**config.mk**
```make
export PLATFORM = sky130hd
export DESIGN_NAME = prng
export DESIGN_NICKNAME = d
export VERILOG_FILES = /design/src/rtl/prng.sv
export SDC_FILE = /design/constraint.sdc
export NUM_CORES = 1
export LEC_CHECK = 0
export BUFFER_PORTS_ARGS = -buffer_cell sky130_fd_sc_hd__buf_4
export CAP_MARGIN = 20
export CORE_UTILIZATION = 35
export DETAILED_ROUTE_END_ITERATION = 6
export PLACE_DENSITY = 0.62
export SYNTH_ARGS = -nofsm -noshare
export SYNTH_HDL_FRONTEND = slang
export SYNTH_SLANG_ARGS = --single-unit
```
**constraint.sdc**
```tcl
create_clock -name clock -period 1.5 [get_ports clock]
set_clock_uncertainty 0.15 [all_clocks]
set_input_delay 0.15 -clock clock [delete_from_list [all_inputs] [get_ports clock]]
set_output_delay 0.15 -clock clock [all_outputs]
set_load 0.005 [all_outputs]
```
**src/rtl/prng.sv**
```systemverilog
// 43-bit Fibonacci LFSR random generator (x^43+x^42+x^38+x^37+1) that leaps
// OUT_size steps per fetch and presents the top OUT_size state bits as a sample.
module prng #(
  parameter int LFSR_size = 43,
  parameter int OUT_size  = 32
) (
  input  logic [LFSR_size-1:0] initSeed,
  input  logic                 clock,
  input  logic                 reset,
  input  logic                 enablePRNG,
  input  logic                 fetchNewSample,
  output logic [OUT_size-1:0]  randomArray
);

  typedef enum logic {
    UNSEEDED = 1'b0,
    RUN      = 1'b1
  } state_t;

  localparam logic [LFSR_size-1:0] ONE = {{(LFSR_size-1){1'b0}}, 1'b1};

  state_t               r_state;
  logic [LFSR_size-1:0] r_lfsr;
  logic [OUT_size-1:0]  r_out;
  logic [LFSR_size-1:0] w_leap;
  logic [LFSR_size-1:0] w_seed;
  logic                 w_fetch;

  // Unrolled leap-forward: OUT_size single steps chained in one cycle.
  function automatic logic [LFSR_size-1:0] leap(input logic [LFSR_size-1:0] s);
    logic [LFSR_size-1:0] t;
    logic                 fb;
    t = s;
    for (int i = 0; i < OUT_size; i++) begin
      fb = t[LFSR_size-1] ^ t[LFSR_size-2] ^ t[LFSR_size-6] ^ t[LFSR_size-7];
      t  = {t[LFSR_size-2:0], fb};
    end
    return t;
  endfunction

  // An all-zero seed would lock the LFSR, so it is replaced by 1.
  assign w_seed  = (initSeed == '0) ? ONE : initSeed;
  assign w_leap  = leap(r_lfsr);
  assign w_fetch = enablePRNG & fetchNewSample;

  always_ff @(posedge clock or negedge reset) begin
    if (!reset) begin
      r_state <= UNSEEDED;
      r_lfsr  <= ONE;
      r_out   <= '0;
    end else begin
      case (r_state)
        UNSEEDED: begin
          r_lfsr  <= w_seed;
          r_state <= RUN;
        end
        RUN: begin
          if (w_fetch) begin
            r_lfsr <= w_leap;
            r_out  <= w_leap[LFSR_size-1 -: OUT_size];
          end
        end
        default: r_state <= UNSEEDED;
      endcase
    end
  end

  assign randomArray = r_out;

endmodule

```
==> load_flow_metrics.sql, run 1 <==
INSERT INTO impl_metrics (metric_group, metric, value, unit) VALUES
('run_status', 'status', 'complete, but fails checks', ''),
('run_status', 'violations', 'negative setup slack', ''),
('setup_path', 'crit_path_top_delay_cell', 'sky130_fd_sc_hd__dfrtp_1', ''),
('synthesis', 'synth_area_per_cell', '10.6', 'um^2'),
('layout', 'synthToLayoutAreaGrowth', '67.2', '%'),
('grt', 'gr-usage-all-layers', '0.208', ''),
('sta', 'setup_viol', '26', ''),
('grt', 'wire_length_of_the_first_global_routing_pass', '17800', 'um'),
('sta', 'period_minus_slack', '1.60', 'ns'),
('layout', 'insertedDiodeCount', '0', ''),
('synthesis', 'yosys.area_share.adder', '0', ''),
('synthesis', 'synth.area.mux_share', '0.144', ''),
('synthesis', 'syn_area', '3930', 'um^2'),
('synthesis', 'ys_seq_area_frac', '0.484', ''),
('grt', 'antenna_found_initial', '0', ''),
('floorplan', 'core_area', '10900', 'um^2'),
('clocking', 'clock_tree_from_tritoncts', 'yes', ''),
('clocking', 'clk_transition_reported_paths', '0.08', 'ns'),
('layout', 'final_nets', '587', ''),
('synthesis', 'yosys.area_share.xor_xnor', '0.169', ''),
('sta', 'timing_hold_violations_final', '0', ''),
('synthesis', 'netlist-cell-type-count', '27', ''),
('floorplan', 'effective_utilization_at_floorplan', '0.361', ''),
('setup_path', 'cp_cell_sequence', 'buf_6 > xor2_1 > xnor2_1 > o21ai_0 > mux2_2', ''),
('floorplan', 'row_count', '38', ''),
('sta', 'max_freq', '624', 'MHz'),
('clocking', 'clkSinkCount', '76', ''),
('setup_path', 'timing.critical_path.from_type', 'register', ''),
('sta', 'slew_viol_final', '0', ''),
('power_and_ir_drop', 'vdd.ir_drop.worst', '0.000752', 'V'),
('clocking', 'clock-root-buffer', 'sky130_fd_sc_hd__clkbuf_8', ''),
('setup_path', 'worst_setup_path_end_kind', 'register', ''),
('synthesis', 'synth_cells', '372', ''),
('clocking', 'cts_htree_levels', '3', ''),
('clocking', 'clock_insertion_delay_worst_skew', '0.36', 'ns'),
('grt', 'first_global_vias', '3367', ''),
('synthesis', 'synth_fp_nets', '419', ''),
('placement', 'gp_congestion', '0.819', ''),
('setup_path', 'cp_max_fo', '3', ''),
('route', 'drt_pre_antenna_iters', '4', ''),
('setup_path', 'max_stage_delay', '0.44', 'ns'),
('layout', 'fraction_of_final_layout_cells_with_drive_strength_greater_than_1', '0.517', ''),
('route', 'drt_iter0_drc', '159', ''),
('floorplan', 'floorplan.die.width', '108', 'um'),
('floorplan', 'fp.dieArea', '11700', 'um^2'),
('sta', 'hold_ws', '0.0515', 'ns'),
('setup_path', 'cp.arrival', '1.70', 'ns'),
('layout', 'finalCoreUtilization', '0.603', ''),
('clocking', 'ctsLongestPathBuffers', '2', ''),
('floorplan', 'ios', '79', ''),
('placement', 'port-buffer-count', '78', ''),
('synthesis', 'synth_top_family_by_area', 'XOR/XNOR gates', ''),
('clocking', 'cts_made_buffers', '9', ''),
('setup_path', 'worst_r2r_path_depth', '5', ''),
('route', 'via_count', '3361', ''),
('floorplan', 'dieHeight', '108', 'um'),
('worst_hold_path', 'type_of_the_tightest_min_delay_check', 'input port to async pin', ''),
('sta', 'post-route-period-util', '1.07', ''),
('job', 'max_cap_viol_count', '0', ''),
('route', 'detail_route.vias_per_cell', '4.91', ''),
('sta', 'fin_tns_setup', '-1.25', 'ns'),
('synthesis', 'synth_compound_area_frac', '0.0882', ''),
('synthesis', 'synthesis.yosys.warnings', '0', ''),
('grt', 'gr-total-overflow', '0', ''),
('sta', 'grt_setup_unrepaired', 'yes', ''),
('route', 'route.final.wire_length', '11900', 'um'),
('power_and_ir_drop', 'p_per_area', '1460', 'nW/um^2'),
('synthesis', 'post_synth_simple_gate_area', '0.0876', ''),
('setup_path', 'timing.setup.critical_path_class', 'register to register', ''),
('sta', 'worst_slack', '-0.104', 'ns'),
('setup_path', 'critical_path_required', '1.60', 'ns'),
('route', 'routedWlPerCell', '17.4', 'um'),
('route', 'route.antenna.remaining_nets', '0', ''),
('route', 'remaining_drc_errors', '0', ''),
('synthesis', 'flops_latches_synth', '76', ''),
('placement', 'dpl.hpwl', '7510', 'um'),
('grt', 'largest_net_degree_at_the_start_of_global_routing', '58', ''),
('power_and_ir_drop', 'static-leakage-power', '0.00296', 'uW'),
('setup_path', 'timing.reg2reg.setup_slack', '-0.10', 'ns');
[critical path: cells and delay by family (launching register included)]
family | cells | cell delay, ns
AOI/OAI and AO/OA | 1 | 0.11
xor gates and xnor gates | 2 | 0.36
buffers and inverters | 1 | 0.16
DFF | 1 | 0.44
muxes | 1 | 0.27
[state kept, by name (all words and copies together), names as in the netlist]
name         count
r_lfsr          43
r_state          1
randomArray     32
[layout make-up]
class	count	area (um^2)
clock inverters	4	95.1
inverters	2	7.51
repair buffers	176	1520
well taps	140	175
clock buffers	12	155
multi-input cells	275	2680
flip-flops and latches	76	1930
fillers	831	4320
[timing repair]
| item | in CTS | in global routing |
|---|---|---|
| endpoints found under the setup margin | 30 | 40 |
| pin swaps | 21 | 35 |
| endpoints found under the hold margin | 118 | 0 |
| buffers inserted | 11 | 5 |
| gates resized for setup | 65 | 78 |
| hold buffers | 44 | 0 |
[routing by layer]
layer / routed length [um] / GRT usage / vias up
li1: - / - / 1594
met1: 5040 / 0.261 / 1629
met2: 5950 / 0.347 / 110
met3: 517 / 0.0422 / 28
met4: 387 / 0.0881 / 0
met5: 0 / 0 / -
[metrics by stage]
step | instances | worst slack [ns] | power [uW] | cell area [um^2]
floorplan | 372 | 0.0650 | 4450 | 3930
global placement | 611 | -0.109 | 6040 | 4970
detailed placement | 611 | -0.160 | 6090 | 4970
CTS | 682 | -0.0662 | 8810 | 6110
global route | 685 | -0.154 | 10100 | 6570
finish | 685 | -0.104 | 9560 | 6570
[placed cells by master (no fill, tap or decap), drive strengths merged]
cell / Yosys / routed
xnor2: 60 / 60
nor3: 2 / 2
buf: 11 / 132
bufinv: 0 / 3
mux2i: 11 / 11
o31a: 1 / 1
o21ai: 52 / 52
xor2: 15 / 15
nand4: 2 / 2
clkinv: 0 / 1
dfstp: 1 / 1
nand2b: 2 / 2
dfrtp: 75 / 75
nor4: 10 / 10
conb: 1 / 1
o211ai: 3 / 3
nor2: 11 / 11
clkbuf: 8 / 12
mux2: 40 / 40
nand3: 2 / 2
inv: 2 / 2
nand2: 52 / 52
dlygate4sd3: 0 / 44
a21oi: 11 / 11
[cell families after synthesis]
logic type | after synthesis
AOI/OAI and AO/OA | 67
DFF | 76
other | 1
muxes | 51
buffers and inverters | 21
and+or+nand+nor | 81
xor gates and xnor gates | 75
[power by group]
group / internal, uW / switching [uW] / total (uW)
registers: 2580 / 640 / 3220
clock network: 1200 / 802 / 2000
logic: 2690 / 1650 / 4350
total: 6470 / 3100 / 9560
[cells in the mapped netlist]
| master | instances | area, um^2 |
|---|---|---|
| sky130_fd_sc_hd__a21oi_1 | 11 | 55.1 |
| sky130_fd_sc_hd__buf_1 | 3 | 11.3 |
| sky130_fd_sc_hd__buf_2 | 6 | 30.0 |
| sky130_fd_sc_hd__buf_6 | 2 | 22.5 |
| sky130_fd_sc_hd__clkbuf_1 | 7 | 26.3 |
| sky130_fd_sc_hd__clkbuf_2 | 1 | 5.00 |
| sky130_fd_sc_hd__conb_1 | 1 | 3.75 |
| sky130_fd_sc_hd__dfrtp_1 | 75 | 1880 |
| sky130_fd_sc_hd__dfstp_2 | 1 | 26.3 |
| sky130_fd_sc_hd__inv_1 | 2 | 7.51 |
| sky130_fd_sc_hd__mux2_2 | 39 | 439 |
| sky130_fd_sc_hd__mux2_4 | 1 | 15.0 |
| sky130_fd_sc_hd__mux2i_1 | 11 | 110 |
| sky130_fd_sc_hd__nand2_1 | 52 | 195 |
| sky130_fd_sc_hd__nand2b_1 | 2 | 12.5 |
| sky130_fd_sc_hd__nand3_1 | 2 | 10.0 |
| sky130_fd_sc_hd__nand4_1 | 2 | 12.5 |
| sky130_fd_sc_hd__nor2_1 | 11 | 41.3 |
| sky130_fd_sc_hd__nor3_1 | 2 | 10.0 |
| sky130_fd_sc_hd__nor4_1 | 10 | 62.6 |
| sky130_fd_sc_hd__o211ai_1 | 3 | 22.5 |
| sky130_fd_sc_hd__o21ai_0 | 51 | 255 |
| sky130_fd_sc_hd__o21ai_1 | 1 | 5.00 |
| sky130_fd_sc_hd__o31a_1 | 1 | 8.76 |
| sky130_fd_sc_hd__xnor2_1 | 60 | 526 |
| sky130_fd_sc_hd__xor2_1 | 14 | 123 |
| sky130_fd_sc_hd__xor2_2 | 1 | 16.3 |
[final timing paths]
path | startpoint | end
worst max-delay path | r_lfsr[19] | r_lfsr[8]
worst min-delay path | reset | randomArray[25]
worst max register to register | r_lfsr[19] | r_lfsr[8]
worst min register to register | randomArray[12] | randomArray[12]
max in group asynchronous | reset | r_lfsr[0]
min in group clock | initSeed[4] | r_lfsr[0]
Note: power is estimated with default switching activity, not from simulation.
==> run 2: changes to the inputs <==
--- a/config.mk
+++ b/config.mk
@@ -10,6 +10,7 @@
 export CORE_UTILIZATION = 35
 export DETAILED_ROUTE_END_ITERATION = 6
 export PLACE_DENSITY = 0.62
+export REMOVE_ABC_BUFFERS = 1
 export SYNTH_ARGS = -nofsm -noshare
 export SYNTH_HDL_FRONTEND = slang
 export SYNTH_SLANG_ARGS = --single-unit
==> load_flow_metrics.sql, run 2 (synthesis results as in run 1) <==
INSERT INTO impl_metrics (metric_group, metric, value, unit) VALUES
('run_status', 'status', 'complete, but fails checks', ''),
('run_status', 'violations', 'negative hold slack, negative setup slack', ''),
('layout', 'fraction_of_final_layout_cells_with_drive_strength_greater_than_1', '0.521', ''),
('clocking', 'ctsLongestPathBuffers', '2', ''),
('floorplan', 'floorplan.die.width', '108', 'um'),
('sta', 'grt_setup_unrepaired', 'yes', ''),
('route', 'drt_iter0_drc', '156', ''),
('clocking', 'cts_made_buffers', '9', ''),
('grt', 'gr-total-overflow', '0', ''),
('setup_path', 'critical_path_required', '1.61', 'ns'),
('clocking', 'clkSinkCount', '76', ''),
('layout', 'final_nets', '581', ''),
('sta', 'post-route-period-util', '1.07', ''),
('clocking', 'clock_tree_from_tritoncts', 'yes', ''),
('placement', 'gp_congestion', '0.844', ''),
('setup_path', 'cp_max_fo', '3', ''),
('sta', 'slew_viol_final', '0', ''),
('clocking', 'cts_htree_levels', '3', ''),
('route', 'routedWlPerCell', '17.4', 'um'),
('power_and_ir_drop', 'p_per_area', '1360', 'nW/um^2'),
('floorplan', 'ios', '79', ''),
('grt', 'antenna_found_initial', '0', ''),
('setup_path', 'worst_setup_path_end_kind', 'register', ''),
('grt', 'gr-usage-all-layers', '0.206', ''),
('placement', 'port-buffer-count', '78', ''),
('route', 'route.antenna.remaining_nets', '0', ''),
('sta', 'max_freq', '624', 'MHz'),
('route', 'drt_pre_antenna_iters', '4', ''),
('layout', 'synthToLayoutAreaGrowth', '64.9', '%'),
('sta', 'period_minus_slack', '1.60', 'ns'),
('floorplan', 'dieHeight', '108', 'um'),
('floorplan', 'fp.dieArea', '11700', 'um^2'),
('floorplan', 'core_area', '10900', 'um^2'),
('sta', 'hold_ws', '-0.00556', 'ns'),
('grt', 'wire_length_of_the_first_global_routing_pass', '17800', 'um'),
('layout', 'insertedDiodeCount', '0', ''),
('layout', 'finalCoreUtilization', '0.595', ''),
('clocking', 'clk_transition_reported_paths', '0.09', 'ns'),
('route', 'route.final.wire_length', '11800', 'um'),
('layout', 'layout.filler_cells', '824', ''),
('job', 'max_cap_viol_count', '0', ''),
('setup_path', 'cp.arrival', '1.71', 'ns'),
('clocking', 'clock_insertion_delay_worst_skew', '0.37', 'ns'),
('sta', 'timing_hold_violations_final', '1', ''),
('worst_hold_path', 'type_of_the_tightest_min_delay_check', 'input port to register', ''),
('setup_path', 'cp_cell_sequence', 'xor2_1 > buf_4 > xnor2_2 > o21ai_0 > mux2_2', ''),
('floorplan', 'row_count', '38', ''),
('sta', 'setup_viol', '24', ''),
('setup_path', 'timing.setup.critical_path_class', 'register to register', ''),
('sta', 'fin_tns_setup', '-0.918', 'ns'),
('layout', 'number_of_flip_flops_under_the_largest_register_name', '43', ''),
('power_and_ir_drop', 'static-leakage-power', '0.00288', 'uW'),
('power_and_ir_drop', 'vdd.ir_drop.worst', '0.000598', 'V'),
('setup_path', 'max_stage_delay', '0.43', 'ns'),
('route', 'remaining_drc_errors', '0', ''),
('floorplan', 'effective_utilization_at_floorplan', '0.361', ''),
('placement', 'dpl.hpwl', '7600', 'um'),
('layout', 'layout_commonest_cell', 'sky130_fd_sc_hd__buf_4', ''),
('route', 'detail_route.vias_per_cell', '5.01', ''),
('clocking', 'clock-root-buffer', 'sky130_fd_sc_hd__clkbuf_8', ''),
('grt', 'largest_net_degree_at_the_start_of_global_routing', '58', ''),
('sta', 'worst_slack', '-0.103', 'ns'),
('grt', 'first_global_vias', '3451', ''),
('route', 'via_count', '3402', ''),
('setup_path', 'timing.critical_path.from_type', 'register', ''),
('power_and_ir_drop', 'fin_total_pwr', '8780', 'uW'),
('layout', 'layout_common_cells', '109 x sky130_fd_sc_hd__buf_4, 51 x sky130_fd_sc_hd__nand2_1, 48 x sky130_fd_sc_hd__dfrtp_1', ''),
('layout', 'top_register', 'r_lfsr', ''),
('setup_path', 'crit_path_top_delay_cell', 'sky130_fd_sc_hd__dfrtp_1', '');
[run 2: cell count changes in the layout (fill, tap and decap cells not counted), sizes merged]
cell	previous run	this run
buf	132	125
dlygate4sd3	44	45
clkbuf	12	10
clkinv	1	3
bufinv	3	0
inv	2	3
clkinvlp	0	2
[run 2: critical path, delay by kind of cell (launching register included)]
| family | cells | cell delay [ns] |
|---|---|---|
| multiplexers | 1 | 0.28 |
| XOR/XNOR | 2 | 0.34 |
| flip-flops | 1 | 0.43 |
| buffers and inverters | 1 | 0.16 |
| AO/OA/AOI/OAI | 1 | 0.13 |
[run 2: final cells by class]
type | count | area [um^2] | area share
multi-input cells | 275 | 2670 | 0.413
clock inverters | 6 | 38.8 | 0.00599
clock buffers | 10 | 138 | 0.0212
repair buffers | 170 | 1510 | 0.233
well taps | 140 | 175 | 0.0270
flip-flops and latches | 76 | 1940 | 0.299
inverters | 2 | 7.51 | 0.00116
[run 2: worst paths after layout]
check / slack (ns) / cells after the start / end / startpoint
max in group asynchronous: 0.63 / 3 / r_lfsr[11] / reset
setup / recovery: -0.10 / 5 / r_lfsr[14] / r_lfsr[20]
hold reg to reg: 0.34 / 2 / randomArray[16] / randomArray[16]
hold / removal: -0.006 / 3 / randomArray[4] / enablePRNG
setup reg to reg: -0.10 / 5 / r_lfsr[14] / r_lfsr[20]
min in group asynchronous: 0.07 / 2 / r_lfsr[25] / reset
[run 2: report_power, final]
part | leakage (uW) | switching, uW | internal, uW | total [uW]
registers | 0.000880 | 601 | 2580 | 3180
logic | 0.00191 | 1590 | 2540 | 4130
clock network | 0.0000885 | 825 | 642 | 1470
total | 0.00288 | 3020 | 5760 | 8780
[run 2: stage by stage]
stage	setup slack [ns]	cell area, um^2	std cells
after floorplan	-2.00	3830	353
after global placement	-0.177	5020	615
after detailed placement	-0.132	5020	615
after CTS	-0.0541	6150	681
after global routing	-0.153	6480	679
final	-0.103	6480	679
[run 2: per-layer routing]
layer / up-vias / track usage / share of wire
li1: 1580 / - / -
met1: 1693 / 0.268 / 0.43
met2: 107 / 0.333 / 0.51
met3: 22 / 0.0464 / 0.043
met4: 0 / 0.0812 / 0.022
met5: - / 0 / 0
[run 2: what timing repair did]
| action | 4_1_cts | 5_1_grt |
|---|---|---|
| endpoints found under the hold margin | 119 | 1 |
| cloned | 0 | 0 |
| endpoints found under the setup margin | 30 | 37 |
| setup buffers | 7 | 2 |
| gates resized for setup | 89 | 66 |
| hold buffers | 44 | 1 |
| pin swaps | 31 | 34 |
